===== src/rtl/sram_serial_master_if.sv =====
// sram_serial_master_if: command/response and SRAM bus signals of the
// serial SRAM master, bundled so bench and design share one definition.
//
// Handshake rule: a command transfers on a rising clk edge where both
// cmd_valid and cmd_ready are high. The initiator holds cmd_we, cmd_addr
// and cmd_wdata stable while cmd_valid is high. rsp_valid is a one-cycle
// pulse with no back-pressure.
interface sram_serial_master_if #(
    parameter int ADDR_W = 21
);
    logic              cmd_valid;
    logic              cmd_ready;
    logic              cmd_we;
    logic [ADDR_W-1:0] cmd_addr;
    logic [7:0]        cmd_wdata;
    logic              rsp_valid;
    logic [7:0]        rsp_rdata;
    logic              avr_si;
    logic              avr_clk;
    logic              avr_ce;
    logic              avr_oe;
    logic              avr_we;
    logic [7:0]        avr_data_out;
    logic              avr_data_oe;
    logic [7:0]        avr_data_in;

    // Design-side view: accepts commands and drives the SRAM bus.
    modport master (
        input  cmd_valid, cmd_we, cmd_addr, cmd_wdata, avr_data_in,
        output cmd_ready, rsp_valid, rsp_rdata,
        output avr_si, avr_clk, avr_ce, avr_oe, avr_we,
        output avr_data_out, avr_data_oe
    );

    // Host/bus-model view: issues commands and answers SRAM reads.
    modport slave (
        output cmd_valid, cmd_we, cmd_addr, cmd_wdata, avr_data_in,
        input  cmd_ready, rsp_valid, rsp_rdata,
        input  avr_si, avr_clk, avr_ce, avr_oe, avr_we,
        input  avr_data_out, avr_data_oe
    );
endinterface


===== src/rtl/sram_serial_master.sv =====
// sram_serial_master: shifts a 21-bit SRAM address MSB first into the CPLD
// address register (avr_si/avr_clk), then performs one strobed byte read or
// write using avr_ce/avr_oe/avr_we on the shared data bus.
// Optional macro SRAM_SERIAL_ADDR_SKIP_EN: skip the shift when the new
// address equals the one already loaded in the CPLD register.
module sram_serial_master #(
    parameter int ADDR_W     = 21,
    parameter int HALF_DIV   = 2,
    parameter int ACCESS_CYC = 3
) (
    input  logic                 clk,
    input  logic                 reset,
    sram_serial_master_if.master bus,
    output logic [2:0]           fsm_state
);
    localparam int MAX_CYC = (HALF_DIV > ACCESS_CYC) ? HALF_DIV : ACCESS_CYC;
    localparam int CNT_W   = (MAX_CYC > 1) ? $clog2(MAX_CYC) : 1;
    localparam int BIT_W   = (ADDR_W > 1) ? $clog2(ADDR_W) : 1;
    localparam logic [CNT_W-1:0] HALF_LAST = CNT_W'(HALF_DIV - 1);
    localparam logic [CNT_W-1:0] ACC_LAST  = CNT_W'(ACCESS_CYC - 1);
    localparam logic [BIT_W-1:0] BIT_LAST  = BIT_W'(ADDR_W - 1);

    typedef enum logic [2:0] {
        IDLE     = 3'd0,
        SHIFT_LO = 3'd1,
        SHIFT_HI = 3'd2,
        SETUP    = 3'd3,
        ACCESS   = 3'd4,
        HOLD     = 3'd5,
        DONE     = 3'd6
    } state_t;

    state_t            state_q;
    state_t            state_d;
    logic [CNT_W-1:0]  div_cnt;
    logic [BIT_W-1:0]  bit_cnt;
    logic [ADDR_W-1:0] addr_q;
    logic              we_q;
    logic [7:0]        wdata_q;
    logic [7:0]        rdata_q;

    logic              accept;
    logic              counting;
    logic              half_end;
    logic              acc_end;
    logic              shift_done;
    logic              skip_hit;

    logic              cmd_ready;
    logic              rsp_valid;
    logic              avr_si;
    logic              avr_clk;
    logic              avr_ce;
    logic              avr_oe;
    logic              avr_we;
    logic [7:0]        avr_data_out;
    logic              avr_data_oe;

    assign accept     = (state_q == IDLE) && bus.cmd_valid;
    assign counting   = (state_q == SHIFT_LO) || (state_q == SHIFT_HI) || (state_q == ACCESS);
    assign half_end   = (div_cnt == HALF_LAST);
    assign acc_end    = (div_cnt == ACC_LAST);
    assign shift_done = (state_q == SHIFT_HI) && half_end && (bit_cnt == '0);

`ifdef SRAM_SERIAL_ADDR_SKIP_EN
    logic [ADDR_W-1:0] last_addr;
    logic              last_valid;

    // Track the address the CPLD register holds; only a completed shift counts.
    always_ff @(posedge clk) begin
        if (reset) begin
            last_addr  <= '0;
            last_valid <= 1'b0;
        end else if (shift_done) begin
            last_addr  <= addr_q;
            last_valid <= 1'b1;
        end
    end

    assign skip_hit = last_valid && (bus.cmd_addr == last_addr);
`else
    assign skip_hit = 1'b0;
`endif

    // State register.
    always_ff @(posedge clk) begin
        if (reset) begin
            state_q <= IDLE;
        end else begin
            state_q <= state_d;
        end
    end

    // Next-state logic: shift address bits, then one strobed access.
    always_comb begin
        state_d = state_q;
        case (state_q)
            IDLE: begin
                if (accept) begin
                    state_d = skip_hit ? SETUP : SHIFT_LO;
                end
            end
            SHIFT_LO: begin
                if (half_end) begin
                    state_d = SHIFT_HI;
                end
            end
            SHIFT_HI: begin
                if (shift_done) begin
                    state_d = SETUP;
                end else if (half_end) begin
                    state_d = SHIFT_LO;
                end
            end
            SETUP:   state_d = ACCESS;
            ACCESS: begin
                if (acc_end) begin
                    state_d = HOLD;
                end
            end
            HOLD:    state_d = DONE;
            DONE:    state_d = IDLE;
            default: state_d = IDLE;
        endcase
    end

    // Command latch, cycle divider, bit counter and read capture.
    always_ff @(posedge clk) begin
        if (reset) begin
            div_cnt <= '0;
            bit_cnt <= '0;
            addr_q  <= '0;
            we_q    <= 1'b0;
            wdata_q <= '0;
            rdata_q <= '0;
        end else begin
            if ((state_d != state_q) || !counting) begin
                div_cnt <= '0;
            end else begin
                div_cnt <= div_cnt + 1'b1;
            end

            if (accept) begin
                addr_q  <= bus.cmd_addr;
                we_q    <= bus.cmd_we;
                wdata_q <= bus.cmd_wdata;
                bit_cnt <= BIT_LAST;
            end else if ((state_q == SHIFT_HI) && half_end && (bit_cnt != '0)) begin
                bit_cnt <= bit_cnt - 1'b1;
            end

            if ((state_q == ACCESS) && acc_end && !we_q) begin
                rdata_q <= bus.avr_data_in;
            end
        end
    end

    // Output decode: every bus strobe is a pure function of the state.
    always_comb begin
        cmd_ready    = 1'b0;
        rsp_valid    = 1'b0;
        avr_si       = 1'b0;
        avr_clk      = 1'b0;
        avr_ce       = 1'b1;
        avr_oe       = 1'b1;
        avr_we       = 1'b1;
        avr_data_out = 8'h00;
        avr_data_oe  = 1'b0;
        case (state_q)
            IDLE: begin
                cmd_ready = 1'b1;
            end
            SHIFT_LO: begin
                avr_si = addr_q[bit_cnt];
            end
            SHIFT_HI: begin
                avr_si  = addr_q[bit_cnt];
                avr_clk = 1'b1;
            end
            SETUP, HOLD: begin
                avr_ce = 1'b0;
                if (we_q) begin
                    avr_data_oe  = 1'b1;
                    avr_data_out = wdata_q;
                end
            end
            ACCESS: begin
                avr_ce = 1'b0;
                if (we_q) begin
                    avr_we       = 1'b0;
                    avr_data_oe  = 1'b1;
                    avr_data_out = wdata_q;
                end else begin
                    avr_oe = 1'b0;
                end
            end
            DONE: begin
                rsp_valid = 1'b1;
            end
            default: begin
                cmd_ready = 1'b0;
            end
        endcase
    end

    assign bus.cmd_ready    = cmd_ready;
    assign bus.rsp_valid    = rsp_valid;
    assign bus.rsp_rdata    = rdata_q;
    assign bus.avr_si       = avr_si;
    assign bus.avr_clk      = avr_clk;
    assign bus.avr_ce       = avr_ce;
    assign bus.avr_oe       = avr_oe;
    assign bus.avr_we       = avr_we;
    assign bus.avr_data_out = avr_data_out;
    assign bus.avr_data_oe  = avr_data_oe;
    assign fsm_state        = state_q;
endmodule


===== src/flat_wrapper.sv =====
// flat-port wrapper written by rule: the top's interface ports become plain ports
module sram_serial_master_flat 
#(
    parameter int ADDR_W     = 21,
    parameter int HALF_DIV   = 2,
    parameter int ACCESS_CYC = 3
)
  (clk, reset, fsm_state, bus_cmd_valid, bus_cmd_we, bus_cmd_addr, bus_cmd_wdata, bus_avr_data_in, bus_cmd_ready, bus_rsp_valid, bus_rsp_rdata, bus_avr_si, bus_avr_clk, bus_avr_ce, bus_avr_oe, bus_avr_we, bus_avr_data_out, bus_avr_data_oe);
  sram_serial_master_if #(.ADDR_W(ADDR_W)) bus_i ();
  input  logic clk;
  input  logic reset;
  output logic [2:0] fsm_state;
  input wire logic [$bits(bus_i.cmd_valid)-1:0] bus_cmd_valid;
  input wire logic [$bits(bus_i.cmd_we)-1:0] bus_cmd_we;
  input wire logic [$bits(bus_i.cmd_addr)-1:0] bus_cmd_addr;
  input wire logic [$bits(bus_i.cmd_wdata)-1:0] bus_cmd_wdata;
  input wire logic [$bits(bus_i.avr_data_in)-1:0] bus_avr_data_in;
  output wire logic [$bits(bus_i.cmd_ready)-1:0] bus_cmd_ready;
  output wire logic [$bits(bus_i.rsp_valid)-1:0] bus_rsp_valid;
  output wire logic [$bits(bus_i.rsp_rdata)-1:0] bus_rsp_rdata;
  output wire logic [$bits(bus_i.avr_si)-1:0] bus_avr_si;
  output wire logic [$bits(bus_i.avr_clk)-1:0] bus_avr_clk;
  output wire logic [$bits(bus_i.avr_ce)-1:0] bus_avr_ce;
  output wire logic [$bits(bus_i.avr_oe)-1:0] bus_avr_oe;
  output wire logic [$bits(bus_i.avr_we)-1:0] bus_avr_we;
  output wire logic [$bits(bus_i.avr_data_out)-1:0] bus_avr_data_out;
  output wire logic [$bits(bus_i.avr_data_oe)-1:0] bus_avr_data_oe;
  assign bus_i.cmd_valid = bus_cmd_valid;
  assign bus_i.cmd_we = bus_cmd_we;
  assign bus_i.cmd_addr = bus_cmd_addr;
  assign bus_i.cmd_wdata = bus_cmd_wdata;
  assign bus_i.avr_data_in = bus_avr_data_in;
  assign bus_cmd_ready = bus_i.cmd_ready;
  assign bus_rsp_valid = bus_i.rsp_valid;
  assign bus_rsp_rdata = bus_i.rsp_rdata;
  assign bus_avr_si = bus_i.avr_si;
  assign bus_avr_clk = bus_i.avr_clk;
  assign bus_avr_ce = bus_i.avr_ce;
  assign bus_avr_oe = bus_i.avr_oe;
  assign bus_avr_we = bus_i.avr_we;
  assign bus_avr_data_out = bus_i.avr_data_out;
  assign bus_avr_data_oe = bus_i.avr_data_oe;
  sram_serial_master #(.ADDR_W(ADDR_W), .HALF_DIV(HALF_DIV), .ACCESS_CYC(ACCESS_CYC)) u_core (.clk(clk), .reset(reset), .bus(bus_i), .fsm_state(fsm_state));
endmodule

===== config.mk =====
export PLATFORM = sky130hd
export DESIGN_NAME = sram_serial_master_flat
export DESIGN_NICKNAME = d
export VERILOG_FILES = /design/src/rtl/sram_serial_master_if.sv /design/src/rtl/sram_serial_master.sv /design/src/flat_wrapper.sv
export SDC_FILE = /design/constraint.sdc
export NUM_CORES = 1
export LEC_CHECK = 0
export ABC_AREA = 1
export ABC_CLOCK_PERIOD_IN_PS = 1100
export CORE_ASPECT_RATIO = 1.5
export CORE_MARGIN = 2
export CORE_UTILIZATION = 44
export CTS_BUF_LIST = sky130_fd_sc_hd__clkbuf_4 sky130_fd_sc_hd__clkbuf_8
export DETAILED_ROUTE_END_ITERATION = 12
export GPL_TIMING_DRIVEN = 0
export PLACE_DENSITY_LB_ADDON = 0.1
export SLEW_MARGIN = 10
export SYNTH_ARGS = -nofsm -noshare
export SYNTH_HDL_FRONTEND = slang
export SYNTH_SLANG_ARGS = --single-unit

===== constraint.sdc =====
create_clock -name clk -period 1.1 [get_ports clk]
set_input_delay 0.22 -clock clk [delete_from_list [all_inputs] [get_ports clk]]
set_output_delay 0.22 -clock clk [all_outputs]
set_load 0.005 [all_outputs]

==> results.json, run 1 <==
{
  "syn_avg_cell_area_um2": 7.267,
  "clkLatencyLatePin_ps": 310,
  "drt_wl_total_um": 8807,
  "worstHoldPathType": "in2reg",
  "cts-root-buf": "clkbuf_8",
  "post_route_cells_drive_above_1_share": 0.5114,
  "ant_nets": 0,
  "synth_most_common_cell": "nand2_1",
  "violations": "negative setup slack",
  "internal-power_w": 0.003190,
  "areaGrowthSynthToFinish_pct": 83.54,
  "yosys-top-cells-count": "53 x nand2_1, 48 x dfxtp_1, 45 x inv_1",
  "switching_share": 0.3018,
  "io_buffers": 66,
  "whs_ps": 454.0,
  "fin_nets": 482,
  "synthArstFlopShare": 0,
  "skew_ps": 9.213,
  "p_leak_nw": 1.739,
  "seqPwrFrac": 0.419,
  "dp_hpwl_um": 4360,
  "yosysWarnings": 0,
  "cts.clk_slew.worst_paths_ps": 90,
  "path_max_fanout": 5,
  "placementRows": 32,
  "antenna_found_initial": 0,
  "grt_usage": 0.2696,
  "die_area_um2": 5860,
  "synth_edf_count": 0,
  "power_density_nw_per_um2": 1077,
  "ios": 68,
  "status": "finished, violations left",
  "grt_pass1_wl_um": 12490,
  "cts_tree": "yes",
  "hold_buffers": 0,
  "insertedDiodeCount": 0,
  "final_util": 0.8342,
  "ir_worst_vdd_mv": 0.8491,
  "drt_iter0_drc": 147,
  "place_area_um2": 3241,
  "place.gp.congestion": 0.9006,
  "pwr-share-comb": 0.290,
  "critPathLaunchType": "flop",
  "synth_area_leader_cell": "dfxtp_1",
  "synth-seq-area-share": 0.4158,
  "rsz0062_at_grt": "true",
  "start_util": 0.4545,
  "htree_levels": 2,
  "slew_headroom": 0.6015,
  "setup_viol_count_final": 65,
  "dr.pass1.iters": 4,
  "die_h_um": 92.76,
  "setup_slack_ps": -758.6,
  "drc": 0,
  "dp.cells": 452,
  "synth-seq-cells": 48,
  "slew_violations": 0,
  "maxCapViolations": 0,
  "die_w_um": 63.18,
  "arrival_ps": 1640,
  "syn_inst": 318,
  "stdcell_count": 506,
  "ys.flop_type": "dfxtp_1",
  "p_sw_w": 0.001379,
  "grt_pass1_vias": 2638,
  "clockPowerShare": 0.291,
  "fmax_mhz": 538.0,
  "r2r_slack_ps": -600,
  "num_vias": 2651,
  "synthDistinctLibCells": 26,
  "routed_via_density": 5.239,
  "numCtsBuffers": 5,
  "overflow": 0,
  "yosys.area.top_type_share": 0.4158,
  "critPathKind": "reg2out",
  "cts.sinks": 48,
  "grt_max_degree": 17,
  "hold_violations": 0,
  "core_area_um2": 5085,
  "setup_tns_ps": -30330,
  "crit_required_ps": 880,
  "crit_path_end_kind": "output pin",
  "min_period_over_period": 1.690,
  "syn-num-nets": 363,
  "routedWlPerCell_um": 17.41,
  "worst_pin_slew_ps": 597.8,
  "stdcell_area_um2": 4242,
  "clockBufferDepth": 2,
  "synthTopCellsByArea": "dfxtp_1 42%, a21oi_1 9.5%, nand2_1 8.6%",
  "min_period_ps": 1859,
  "synthesis.area_um2": 2311
}
-- layout by cell type (no fill, tap or decap), types with 2 or more instances in the layout --
master	n
ha_2	2
buf_6	39
buf_16	4
o21ai_0	3
o21ai_2	29
buf_8	4
buf_2	13
inv_1	41
nand2_2	11
o211ai_1	2
dfxtp_1	35
inv_6	4
inv_4	2
nand3_2	8
clkbuf_2	7
o21ai_4	3
inv_2	4
o21ai_1	3
nor2_2	5
a21oi_2	30
dfxtp_2	10
nand2_4	7
a21oi_1	16
nor2_4	12
nor2_1	10
nand3_1	18
dfxtp_4	3
nand4_1	2
clkdlybuf4s15_1	5
clkdlybuf4s50_1	39
buf_4	10
nand2_1	36
buf_12	3
clkbuf_8	5
nand3_4	4
-- cells by family (layout without fill, tap and decap cells) --
| group | Yosys count | in the layout | share of synthesized area |
|---|---|---|---|
| compound gates | 86 | 86 | 0.1965 |
| xor+xnor | 2 | 2 | 0.007581 |
| fa+ha+maj | 4 | 4 | 0.02166 |
| flops | 48 | 48 | 0.4158 |
| simple gates | 113 | 114 | 0.2344 |
| buf+inv | 65 | 184 | 0.1240 |
-- sequential cells by signal, summed over array words and instances, names as in the netlist --
signal                flops
u_core.addr_q            21
u_core.bit_cnt            5
u_core.bus.rsp_rdata      8
u_core.div_cnt            2
u_core.fsm_state          3
u_core.wdata_q            8
u_core.we_q               1
-- worst paths after layout --
path,from,end,cells past startpoint
hold reg to reg,u_core.bus.rsp_rdata[6],u_core.bus.rsp_rdata[6],2
setup / recovery,u_core.fsm_state[1],bus_avr_data_out[7],9
setup reg to reg,u_core.fsm_state[1],u_core.div_cnt[0],11
hold / removal,bus_cmd_valid,u_core.addr_q[15],3
-- cell type report --
type                       instances  area [um2]
multi-input combinational        206        1535
inverter                          50       207.7
tap                               68       85.08
buffer                            15       161.4
clock buffer                       5       68.82
timing repair buffer             111        1152
clock inverter                     3       46.29
fill                             295       843.3
sequential                        48       984.7
-- power groups by stage --
stage / Sequential [W] / Clock [W] / Combinational, W
6_report: 0.00191 / 0.00133 / 0.00132
4_1_cts: 0.00190 / 0.00133 / 0.00111
2_1_floorplan: 0.00193 / 0 / 0.000525
5_1_grt: 0.00192 / 0.00143 / 0.00140
3_5_place_dp: 0.00194 / 0 / 0.000809
3_3_place_gp: 0.00194 / 0 / 0.000793
-- through the flow --
step	power, W	setup WS, ps
2_1_floorplan	0.002455	-147.1
3_3_place_gp	0.002732	-715.0
3_5_place_dp	0.002753	-717.5
4_1_cts	0.004347	-636.5
5_1_grt	0.004753	-801.9
6_report	0.004569	-758.6
-- metal layers --
| metal | part of all wire | GRT usage | routed length (um) |
|---|---|---|---|
| met1 | 0.35 | 0.2809 | 3053 |
| met2 | 0.57 | 0.5239 | 5049 |
| met3 | 0.051 | 0.04860 | 447 |
| met4 | 0.029 | 0.1033 | 257 |
| met5 | 0 | 0 | 0 |
-- worst max-delay path, stage by stage, from the launching register on --
cell and delay, ps:
dfxtp_2 350, buf_6 140, nand2_4 60, nand2_4 90
nand2_4 70, nor2_4 140, inv_6 70, buf_6 130
nor2_1 130, buf_2 150
-- timing repair --
item / 4_1_cts / 5_1_grt
setup buffers: 30 / 12
gates resized for setup: 196 / 70
pin swaps: 31 / 22
gates cloned: 7 / 1
endpoints found under the setup margin: 74 / 71
(Power assumes the default switching activity.)
==> inputs of run 2 (changes only) <==
ABC_CLOCK_PERIOD_IN_PS = 1510   (was 1100)
SLEW_MARGIN = 20   (was 10)
clock period = 1.51 ns   (was 1.1 ns; I/O delays follow)
==> run 2 against run 1 <==
Against the previous run: the run still ends with negative setup slack left; sequential power shrank 27%; utilization is 16 points lower; die area unchanged; combinational power shrank 54%; clock-buffer cell count rose by 1; clock power down 41%; via count is 12% lower; hold slack got worse by 13 ps; critical path depth fell by 2; global-route usage down 4.3 points; first-iteration DRC count fell by 31%.
==> results.json, run 2 (same netlist as run 1, synthesis figures left out) <==
{
  "numCtsBuffers": 5,
  "die_w_um": 63.18,
  "ff2ff_path_depth": 11,
  "clkLatencyLatePin_ps": 300,
  "fin_nets": 453,
  "crit_required_ps": 1210,
  "placementRows": 32,
  "regMostFlops": "u_core.addr_q",
  "setup_tns_ps": -2131,
  "ios": 68,
  "clockBufferDepth": 2,
  "worstHoldStart": "u_core.bus.rsp_rdata[6]",
  "worstHoldPathType": "reg2reg",
  "min_path_cells": 2,
  "grt_pass1_wl_um": 10630,
  "worst_pin_slew_ps": 554.7,
  "grt_pass1_vias": 2399,
  "critPathLaunchType": "flop",
  "slew_violations": 0,
  "io_buffers": 66,
  "place_area_um2": 3057,
  "critPathKind": "reg2out",
  "violations": "negative setup slack",
  "crit_path_end_kind": "output pin",
  "cts-root-buf": "clkbuf_8",
  "dp_hpwl_um": 4345,
  "post_route_cells_drive_above_1_share": 0.2641,
  "dp_slack_ps": -485.1,
  "rsz0062_at_grt": "true",
  "r2r_slack_ps": -10,
  "dp.cells": 452,
  "overflow": 0,
  "ir_worst_vdd_mv": 0.4565,
  "min_period_over_period": 1.198,
  "grt_max_degree": 15,
  "hold_end": "u_core.bus.rsp_rdata[6]",
  "min_period_ps": 1809,
  "drt_wl_total_um": 6381,
  "setup_viol_count_final": 15,
  "final_util": 0.6782,
  "cts.sinks": 48,
  "stdcell_area_um2": 3448,
  "final_cell_mix": "47 x clkdlybuf4s50_1, 44 x nand2_1, 43 x inv_1, 43 x dfxtp_1, 41 x a21oi_1",
  "stdcell_count": 477,
  "areaGrowthSynthToFinish_pct": 49.22,
  "hold_violations": 0,
  "p_leak_nw": 1.447,
  "arrival_ps": 1510,
  "dr.pass1.iters": 4,
  "die_area_um2": 5860,
  "num_vias": 2339,
  "drt_iter0_drc": 101,
  "grt_usage": 0.2267,
  "fmax_mhz": 552.9,
  "core_area_um2": 5085,
  "htree_levels": 2,
  "insertedDiodeCount": 0,
  "slew_headroom": 0.6302,
  "largest_register_ffs": 21,
  "start_util": 0.4545,
  "path_max_fanout": 5,
  "place.gp.congestion": 0.8147,
  "power_density_nw_per_um2": 805.0,
  "cts.clk_slew.worst_paths_ps": 90,
  "r2r-start": "u_core.fsm_state[1]",
  "drc": 0,
  "cts_tree": "yes",
  "layout_commonest_cell": "clkdlybuf4s50_1",
  "die_h_um": 92.76,
  "maxCapViolations": 0,
  "routed_via_density": 4.904,
  "routedWlPerCell_um": 13.38,
  "status": "finished, violations left",
  "setup_slack_ps": -298.6,
  "skew_ps": 4.657,
  "hold_buffers": 0,
  "antenna_found_initial": 0,
  "fillerInstances": 443,
  "ant_nets": 0,
  "reg2reg_to": "u_core.bit_cnt[3]"
}
==> run 2: cell count changes in the layout (fill, tap and decap cells not counted), moves of 5 or more <==
cell	change
o21ai_2	-24
clkdlybuf4s50_1	+8
a21oi_2	-25
nand2_2	-6
a21oi_1	+25
clkdlybuf4s15_1	-5
dfxtp_1	+8
buf_6	-23
dfxtp_2	-8
nand2_1	+8
o21ai_0	+25
==> run 2: cell type report <==
| cell class | instances | area, um2 | area share |
|---|---|---|---|
| well taps | 68 | 85.08 | 0.02467 |
| flip-flops and latches | 48 | 974.7 | 0.2827 |
| clock buffers | 6 | 82.58 | 0.02395 |
| plain buffers | 15 | 108.9 | 0.03157 |
| inverters | 50 | 207.7 | 0.06023 |
| repair buffers | 83 | 769.5 | 0.2231 |
| multi-input cells | 205 | 1210 | 0.3509 |
| clock inverters | 2 | 10.01 | 0.002903 |
==> run 2: worst max-delay path, stage by stage (launching register included) <==
cell and delay, ps:
dfxtp_4 420, buf_4 170, nand2_1 50, o211ai_1 70, nand3_1 110, a21oi_1 200
nor2_2 60, buf_2 120
==> run 2: repair_timing <==
item / in CTS / in global routing
pin swaps: 15 / 15
setup buffers: 13 / 4
endpoints found under the setup margin: 18 / 40
gates cloned: 1 / 0
hold endpoints to repair: 0 / 0
gates resized for setup: 106 / 44
==> run 2: worst max path at each step <==
| stage | from | slack (ps) | cells past startpoint | to |
|---|---|---|---|---|
| 2_1_floorplan | u_core.fsm_state[2] | 120 | 6 | bus_avr_data_out[0] |
| 3_3_place_gp | u_core.fsm_state[2] | -480 | 7 | bus_avr_data_out[2] |
| 3_5_place_dp | u_core.fsm_state[2] | -490 | 7 | bus_avr_data_out[6] |
| 4_1_cts | u_core.bit_cnt[0] | -290 | 9 | bus_avr_si |
| 5_1_grt | u_core.bit_cnt[0] | -380 | 10 | bus_avr_si |
| 6_report | u_core.bit_cnt[0] | -300 | 7 | bus_avr_si |
==> run 2: metrics by stage <==
stage / hold slack (ps) / total power [W]
2_1_floorplan: 371.1 / 0.001724
6_report: 441.0 / 0.002776
3_5_place_dp: 436.4 / 0.001938
5_1_grt: 461.4 / 0.002913
4_1_cts: 437.9 / 0.002760
3_3_place_gp: 431.9 / 0.001925
==> run 2: report_power, final <==
group / internal (W) / leakage [nW] / switching [W] / total (W)
combinational: 0.000279 / 0.998 / 0.000322 / 0.000601
clock: 0.000366 / 0.0510 / 0.000424 / 0.000790
sequential: 0.00135 / 0.397 / 0.0000359 / 0.00139
==> run 2: layer usage <==
| layer | up-vias | GRT usage | wire length [um] |
|---|---|---|---|
| li1 | 1195 | - | - |
| met2 | 72 | 0.4202 | 3489 |
| met1 | 1064 | 0.2434 | 2385 |
| met5 | - | 0 | 0 |
| met3 | 8 | 0.05954 | 403 |
| met4 | 0 | 0.08333 | 103 |
